<file path="src/rtl/seq_tx.sv">
// seq_tx: serial sequence transmitter, MSB-first, with start/busy/done handshake and optional inter-frame gap.
// Optional frame looping is enabled by defining SEQ_TX_REPEAT_EN (adds the repeat_in port).
module seq_tx #(
    parameter int   WIDTH    = 16,
    parameter int   LEN_W    = 5,
    parameter int   GAP      = 0,
    parameter logic IDLE_BIT = 1'b1
) (
    input  logic             clock,
    input  logic             reset,
    input  logic             start,
    input  logic [WIDTH-1:0] data_in,
    input  logic [LEN_W-1:0] len_in,
`ifdef SEQ_TX_REPEAT_EN
    input  logic             repeat_in,
`endif
    output logic             seq_out,
    output logic             bit_valid,
    output logic             busy,
    output logic             done
);

    localparam int GAP_W = (GAP > 1) ? $clog2(GAP) : 1;

    typedef enum logic [1:0] {
        ST_IDLE  = 2'd0,
        ST_SHIFT = 2'd1,
        ST_GAP   = 2'd2
    } state_t;

    state_t           state_r;
    logic [WIDTH-1:0] shadow_r;
    logic [LEN_W-1:0] len_r;
    logic [LEN_W-1:0] idx_r;
    logic [GAP_W-1:0] gap_cnt_r;
    logic [LEN_W-1:0] len_eff_s;
    logic             loop_s;

    // Zero or oversize length requests mean a full-width frame.
    function automatic logic [LEN_W-1:0] eff_len(input logic [LEN_W-1:0] l);
        if ((l == {LEN_W{1'b0}}) || (32'(l) > WIDTH)) begin
            return LEN_W'(WIDTH);
        end else begin
            return l;
        end
    endfunction

    // Shift-based select keeps the index width independent of WIDTH.
    function automatic logic bit_at(input logic [WIDTH-1:0] word, input logic [LEN_W-1:0] idx);
        logic [WIDTH-1:0] shifted;
        shifted = word >> idx;
        return shifted[0];
    endfunction

    // Effective length of the request and loop decision at end of frame.
    always_comb begin
        len_eff_s = eff_len(len_in);
        loop_s    = 1'b0;
`ifdef SEQ_TX_REPEAT_EN
        loop_s    = repeat_in;
`endif
    end

    // Transmit FSM; outputs are computed for the next cycle and registered.
    always_ff @(posedge clock or negedge reset) begin
        if (!reset) begin
            state_r   <= ST_IDLE;
            shadow_r  <= {WIDTH{1'b0}};
            len_r     <= {LEN_W{1'b0}};
            idx_r     <= {LEN_W{1'b0}};
            gap_cnt_r <= {GAP_W{1'b0}};
            seq_out   <= IDLE_BIT;
            bit_valid <= 1'b0;
            busy      <= 1'b0;
            done      <= 1'b0;
        end else begin
            case (state_r)
                ST_IDLE: begin
                    if (start) begin
                        shadow_r  <= data_in;
                        len_r     <= len_eff_s;
                        idx_r     <= len_eff_s - LEN_W'(1);
                        state_r   <= ST_SHIFT;
                        seq_out   <= bit_at(data_in, len_eff_s - LEN_W'(1));
                        bit_valid <= 1'b1;
                        busy      <= 1'b1;
                        done      <= (len_eff_s == LEN_W'(1));
                    end else begin
                        seq_out   <= IDLE_BIT;
                        bit_valid <= 1'b0;
                        busy      <= 1'b0;
                        done      <= 1'b0;
                    end
                end
                ST_SHIFT: begin
                    if (idx_r != {LEN_W{1'b0}}) begin
                        idx_r     <= idx_r - LEN_W'(1);
                        seq_out   <= bit_at(shadow_r, idx_r - LEN_W'(1));
                        bit_valid <= 1'b1;
                        busy      <= 1'b1;
                        done      <= (idx_r == LEN_W'(1));
                    end else if (GAP > 0) begin
                        state_r   <= ST_GAP;
                        gap_cnt_r <= GAP_W'(GAP - 1);
                        seq_out   <= IDLE_BIT;
                        bit_valid <= 1'b0;
                        busy      <= 1'b1;
                        done      <= 1'b0;
                    end else if (loop_s) begin
                        // Replay from the shadow word without a gap bit.
                        idx_r     <= len_r - LEN_W'(1);
                        seq_out   <= bit_at(shadow_r, len_r - LEN_W'(1));
                        bit_valid <= 1'b1;
                        busy      <= 1'b1;
                        done      <= (len_r == LEN_W'(1));
                    end else begin
                        state_r   <= ST_IDLE;
                        seq_out   <= IDLE_BIT;
                        bit_valid <= 1'b0;
                        busy      <= 1'b0;
                        done      <= 1'b0;
                    end
                end
                ST_GAP: begin
                    if (gap_cnt_r != {GAP_W{1'b0}}) begin
                        gap_cnt_r <= gap_cnt_r - GAP_W'(1);
                        seq_out   <= IDLE_BIT;
                        bit_valid <= 1'b0;
                        busy      <= 1'b1;
                        done      <= 1'b0;
                    end else if (loop_s) begin
                        state_r   <= ST_SHIFT;
                        idx_r     <= len_r - LEN_W'(1);
                        seq_out   <= bit_at(shadow_r, len_r - LEN_W'(1));
                        bit_valid <= 1'b1;
                        busy      <= 1'b1;
                        done      <= (len_r == LEN_W'(1));
                    end else begin
                        state_r   <= ST_IDLE;
                        seq_out   <= IDLE_BIT;
                        bit_valid <= 1'b0;
                        busy      <= 1'b0;
                        done      <= 1'b0;
                    end
                end
                default: begin
                    state_r   <= ST_IDLE;
                    seq_out   <= IDLE_BIT;
                    bit_valid <= 1'b0;
                    busy      <= 1'b0;
                    done      <= 1'b0;
                end
            endcase
        end
    end

endmodule

</file>
<file path="config.mk">
export PLATFORM = sky130hd
export DESIGN_NAME = seq_tx
export DESIGN_NICKNAME = d
export VERILOG_FILES = /design/src/rtl/seq_tx.sv
export SDC_FILE = /design/constraint.sdc
export NUM_CORES = 1
export LEC_CHECK = 0
export CAP_MARGIN = 15
export CORE_MARGIN = 4
export CORE_UTILIZATION = 35
export CTS_CLUSTER_DIAMETER = 120
export CTS_CLUSTER_SIZE = 20
export DETAILED_ROUTE_END_ITERATION = 10
export GPL_ROUTABILITY_DRIVEN = 0
export HOLD_SLACK_MARGIN = 0.06
export SYNTH_ARGS = -nofsm -noshare
export SYNTH_HDL_FRONTEND = slang
export SYNTH_SLANG_ARGS = --single-unit
</file>
<file path="constraint.sdc">
create_clock -name clock -period 6.24 [get_ports clock]
set_input_delay 1.248 -clock clock [delete_from_list [all_inputs] [get_ports clock]]
set_output_delay 1.248 -clock clock [all_outputs]
set_load 0.03 [all_outputs]
</file>
==> run summary <==
The flow ran to the end, and the final reports show no timing, DRC or antenna violations. Of the total power, the share spent switching nets is 35.9%. After detailed routing, the number of vias per cell comes to 5.33.

Count of warnings emitted by yosys: 0. The startpoint identified for the worst hold timing path is shadow_r[0]$_DFFE_PN0P_. Entering global routing, the biggest net connects 26 pins. Multiplexer cells account for 24.8% of the synthesized area. Timing startpoint of the critical path: len_in[0]. Clock skew on the completed layout was measured at 0.0117 ns. The sequential cell fraction of total power came out at 37.8%.

The via count of the first global-routing pass was 1,278; the adder-cell area share of the yosys netlist was 3.93%. The ratio of cells with drive above 1 in the final layout was 19.9%. The logs give 0 for the count of instances resized after the clock tree is built and 43 for the count of routing violations after the opening detailed-route iteration. The logs give 4.13 ns for the setup slack on the worst flop-to-flop path and 218 for the cell total after placement.

Clock sink count: 25. In this run the core area contains 24 standard-cell rows. The simple-gate share of the synthesized area was 11.1%; the time the worst path needs with I/O delays and setup was 4.32 ns. The region available for standard cell placement spans 0.00438 mm2. The run gives 36.3% as the initial cell density of the core.

The H-tree depth came out at 1. The run gives 231 MHz as the fmax. Port buffering added 27 buffers. Growth of design area from synthesis to finish: 23.7%.

The cell chosen for the clock root was sky130_fd_sc_hd__clkbuf_8. The logs give 0 for the count of antenna diodes in the layout and 0 for the number of maximum-capacitance violations. The commonest register cell after synthesis is sky130_fd_sc_hd__dfrtp_1.

For the total of hold buffers inserted after clock tree synthesis, the log shows 0. Gate count after technology mapping: 147. STA classifies the critical path endpoint as a flop. Remaining design rule violation count: 0. The worst hold path belongs to the class flop to flop. Hold is met by 0.516 ns.

The worst register-to-register path ends at seq_out$_DFF_PN1_. For this design the ratio of total power to cell area is 412 mW/mm2. For this run the aggregate overflow at the end of global routing stands at 0. The post-route antenna net violation count is 0, and the total standard cell area after synthesis is 0.00159 mm2. The share of the synthesized area in the top cell type is 37.7%. The final layout contains routed wiring with a total length of 3510 um. For this run, the number of standard cells in the final layout without fillers is 223. The first-pass iteration count of the detailed router is 4, and the total number of vias is 1,189.

The run gives 0 as the initial antenna violation count. The maximum number of buffers from clock root to sink came out at 2. In the post-synthesis netlist, the cell with the most instances is sky130_fd_sc_hd__dfrtp_1. After clock tree synthesis, the clock-pin slew on the worst setup and hold paths is 0.10 ns. Net total in the final layout: 201.

By count the netlist is led by sky130_fd_sc_hd__dfrtp_1, sky130_fd_sc_hd__mux2_2, sky130_fd_sc_hd__nand2_1. The synthesized-area fraction occupied by xor and xnor cells works out to 2.75%. The tools report the origin of the critical flop-to-flop path as idx_r[0]$_DFFE_PN0P_. Pin placement for this block handled 28 I/O pins. The run gives 0 as the total of endpoints with negative setup slack in the final report. The die is 75.4 um wide. The analysis attributes to net switching a power of 291 uW. The sum of negative setup slack is 0 ns, and the share of synthesized flip-flops with an asynchronous set or reset is 100%. The average cell area after synthesis is 10.8 um2, and the post-CTS repair timing setup buffer count is 0. The run gives 2850 um as the half-perimeter wire length after placement.

Data arrives at the worst endpoint at 4.51 ns. The final clock period utilization by the worst path is 69.3%. Largest vdd supply drop: 0.000204 V. The most critical setup path has its endpoint at seq_out$_DFF_PN1_.

The tools report the total routing resource utilization after global routing as 13.7%. Sorting the synthesized cells by area gives the leading types as sky130_fd_sc_hd__dfrtp_1, sky130_fd_sc_hd__mux2_2, sky130_fd_sc_hd__mux2i_1. In this run the vertical extent of the chip is 75.4 um. The count of pins over their slew limit is 0, and the slew at the pin closest to its max-slew limit is 0.493 ns. Setup repair after global routing left no endpoint under its margin. The tools report the number of nets produced by synthesis as 176. Per report_power, the clock group accounts for 12.7% of the total. The endpoint required time on the critical path was 6.43 ns. Main combinational cell family by area after synthesis: multiplexers.

The reported leakage power is 0.000834 uW, and the worst reg2reg path depth is 6. The internal power of the cells totals 519 uW. The type of element launching the critical path is a primary input. Clock latency on the worst-skew pair, taken at its later pin, is 0.28 ns. The worst setup path is of the primary input to flop kind. The netlist uses 40 different library cells. For the sequential area share after synthesis, the log shows 39.4%. Summed over all instances, the cell type with the most area after synthesis is sky130_fd_sc_hd__dfrtp_1. After synthesis the netlist holds a flip-flop and latch count of 25. Counting the buffers created by CTS gives 3. The wire length per cell after detailed routing came out at 15.7 um. The wire length of the first global-routing pass is 6070 um, and the area fraction in compound gates after synthesis is 13.6%.

The share of total power dissipated in combinational logic is 49.5%. Along the worst path, the maximum fanout reaches 9. The floorplan step defined a die boundary enclosing 0.00569 mm2.

In this run, synthesis inferred 0 flip-flops with an integrated enable. The run gives 67.0% as the relative slew slack. The tools report the number of hold-slack violations in the final timing report as 0.

TritonCTS built the clock tree.
-- how the worst min path moves through the flow --
stage,to,slack (ns),cells past startpoint
2_1_floorplan,shadow_r[13]$_DFFE_PN0P_,0.48,1
5_1_grt,shadow_r[12]$_DFFE_PN0P_,0.53,1
4_1_cts,shadow_r[11]$_DFFE_PN0P_,0.52,1
3_5_place_dp,shadow_r[11]$_DFFE_PN0P_,0.50,1
6_report,shadow_r[0]$_DFFE_PN0P_,0.52,1
3_3_place_gp,shadow_r[7]$_DFFE_PN0P_,0.49,1
-- layer usage --
metal	share of wire [%]	routed length [um]	up-vias	global-route usage, %
met5	0	0	-	0
met2	49	1710	26	23.8
li1	-	-	583	-
met3	3.9	136	3	2.77
met4	0.34	12	0	1.17
met1	47	1640	577	18.4
-- layout make-up --
cell class | instances | area [um2]
fill | 417 | 2410
multi-input combinational | 106 | 893
clock inverter | 1 | 8.76
clock buffer | 3 | 41.3
sequential | 25 | 627
inverter | 7 | 28.8
tap | 52 | 65.1
timing repair buffer | 29 | 305
-- per-stage QoR --
step                instance area [um2]  power (uW)  util (%)  setup slack [ns]
global route                       1970         875      44.9              1.64
finish                             1970         811      44.9              1.92
CTS                                1940         816      44.3              1.95
global placement                   1890         705      43.2              1.85
floorplan                          1590         607         -              2.66
detailed placement                 1890         710      43.2              1.67
-- cell usage in the layout, fill, tap and decap left out, types with 2 or more instances in the layout --
| cell | count |
|---|---|
| sky130_fd_sc_hd__mux2i_1 | 9 |
| sky130_fd_sc_hd__dfrtp_1 | 24 |
| sky130_fd_sc_hd__xor2_1 | 2 |
| sky130_fd_sc_hd__a32oi_1 | 3 |
| sky130_fd_sc_hd__mux4_2 | 4 |
| sky130_fd_sc_hd__ha_1 | 5 |
| sky130_fd_sc_hd__nor2_1 | 4 |
| sky130_fd_sc_hd__inv_1 | 6 |
| sky130_fd_sc_hd__nand2b_1 | 7 |
| sky130_fd_sc_hd__mux2_2 | 19 |
| sky130_fd_sc_hd__nand2_1 | 13 |
| sky130_fd_sc_hd__o21ai_0 | 11 |
| sky130_fd_sc_hd__o211ai_1 | 2 |
| sky130_fd_sc_hd__clkdlybuf4s50_1 | 27 |
| sky130_fd_sc_hd__clkbuf_8 | 3 |
| sky130_fd_sc_hd__nand3_1 | 3 |
| sky130_fd_sc_hd__xnor2_1 | 3 |
| sky130_fd_sc_hd__a21oi_1 | 2 |
| sky130_fd_sc_hd__nor2b_1 | 2 |
-- registers in the layout, summed over array words and instances, names as in the netlist --
register,cells
shadow_r,16
idx_r,5
state_r,1
done,1
bit_valid,1
seq_out,1
-- cell families after synthesis --
kind of cell	count (synthesis)
muxes	32
buffers and inverters	16
xor gates and xnor gates	5
DFF	25
AOI/OAI and AO/OA	30
adders and majority gates	5
and+or+nand+nor	34
-- power by group through the flow --
| stage | clock network, uW | registers (uW) | logic, uW |
|---|---|---|---|
| after floorplan | 0 | 294 | 312 |
| after global placement | 0 | 307 | 397 |
| after detailed placement | 0 | 312 | 398 |
| after CTS | 108 | 308 | 401 |
| after global routing | 111 | 321 | 443 |
| final | 103 | 306 | 401 |
-- worst max-delay path: stages --
cell	delay, ns
sky130_fd_sc_hd__clkdlybuf4s50_1	0.53
sky130_fd_sc_hd__nor2_1	0.15
sky130_fd_sc_hd__nand2_1	0.06
sky130_fd_sc_hd__ha_1	0.35
sky130_fd_sc_hd__nor2b_1	0.43
sky130_fd_sc_hd__inv_4	0.12
sky130_fd_sc_hd__ha_1	0.36
sky130_fd_sc_hd__xor2_1	0.22
sky130_fd_sc_hd__o32a_1	0.31
sky130_fd_sc_hd__o211a_1	0.15
sky130_fd_sc_hd__o311a_1	0.35
sky130_fd_sc_hd__a311oi_2	0.24
No activity file was read; power rests on OpenSTA's default activity.
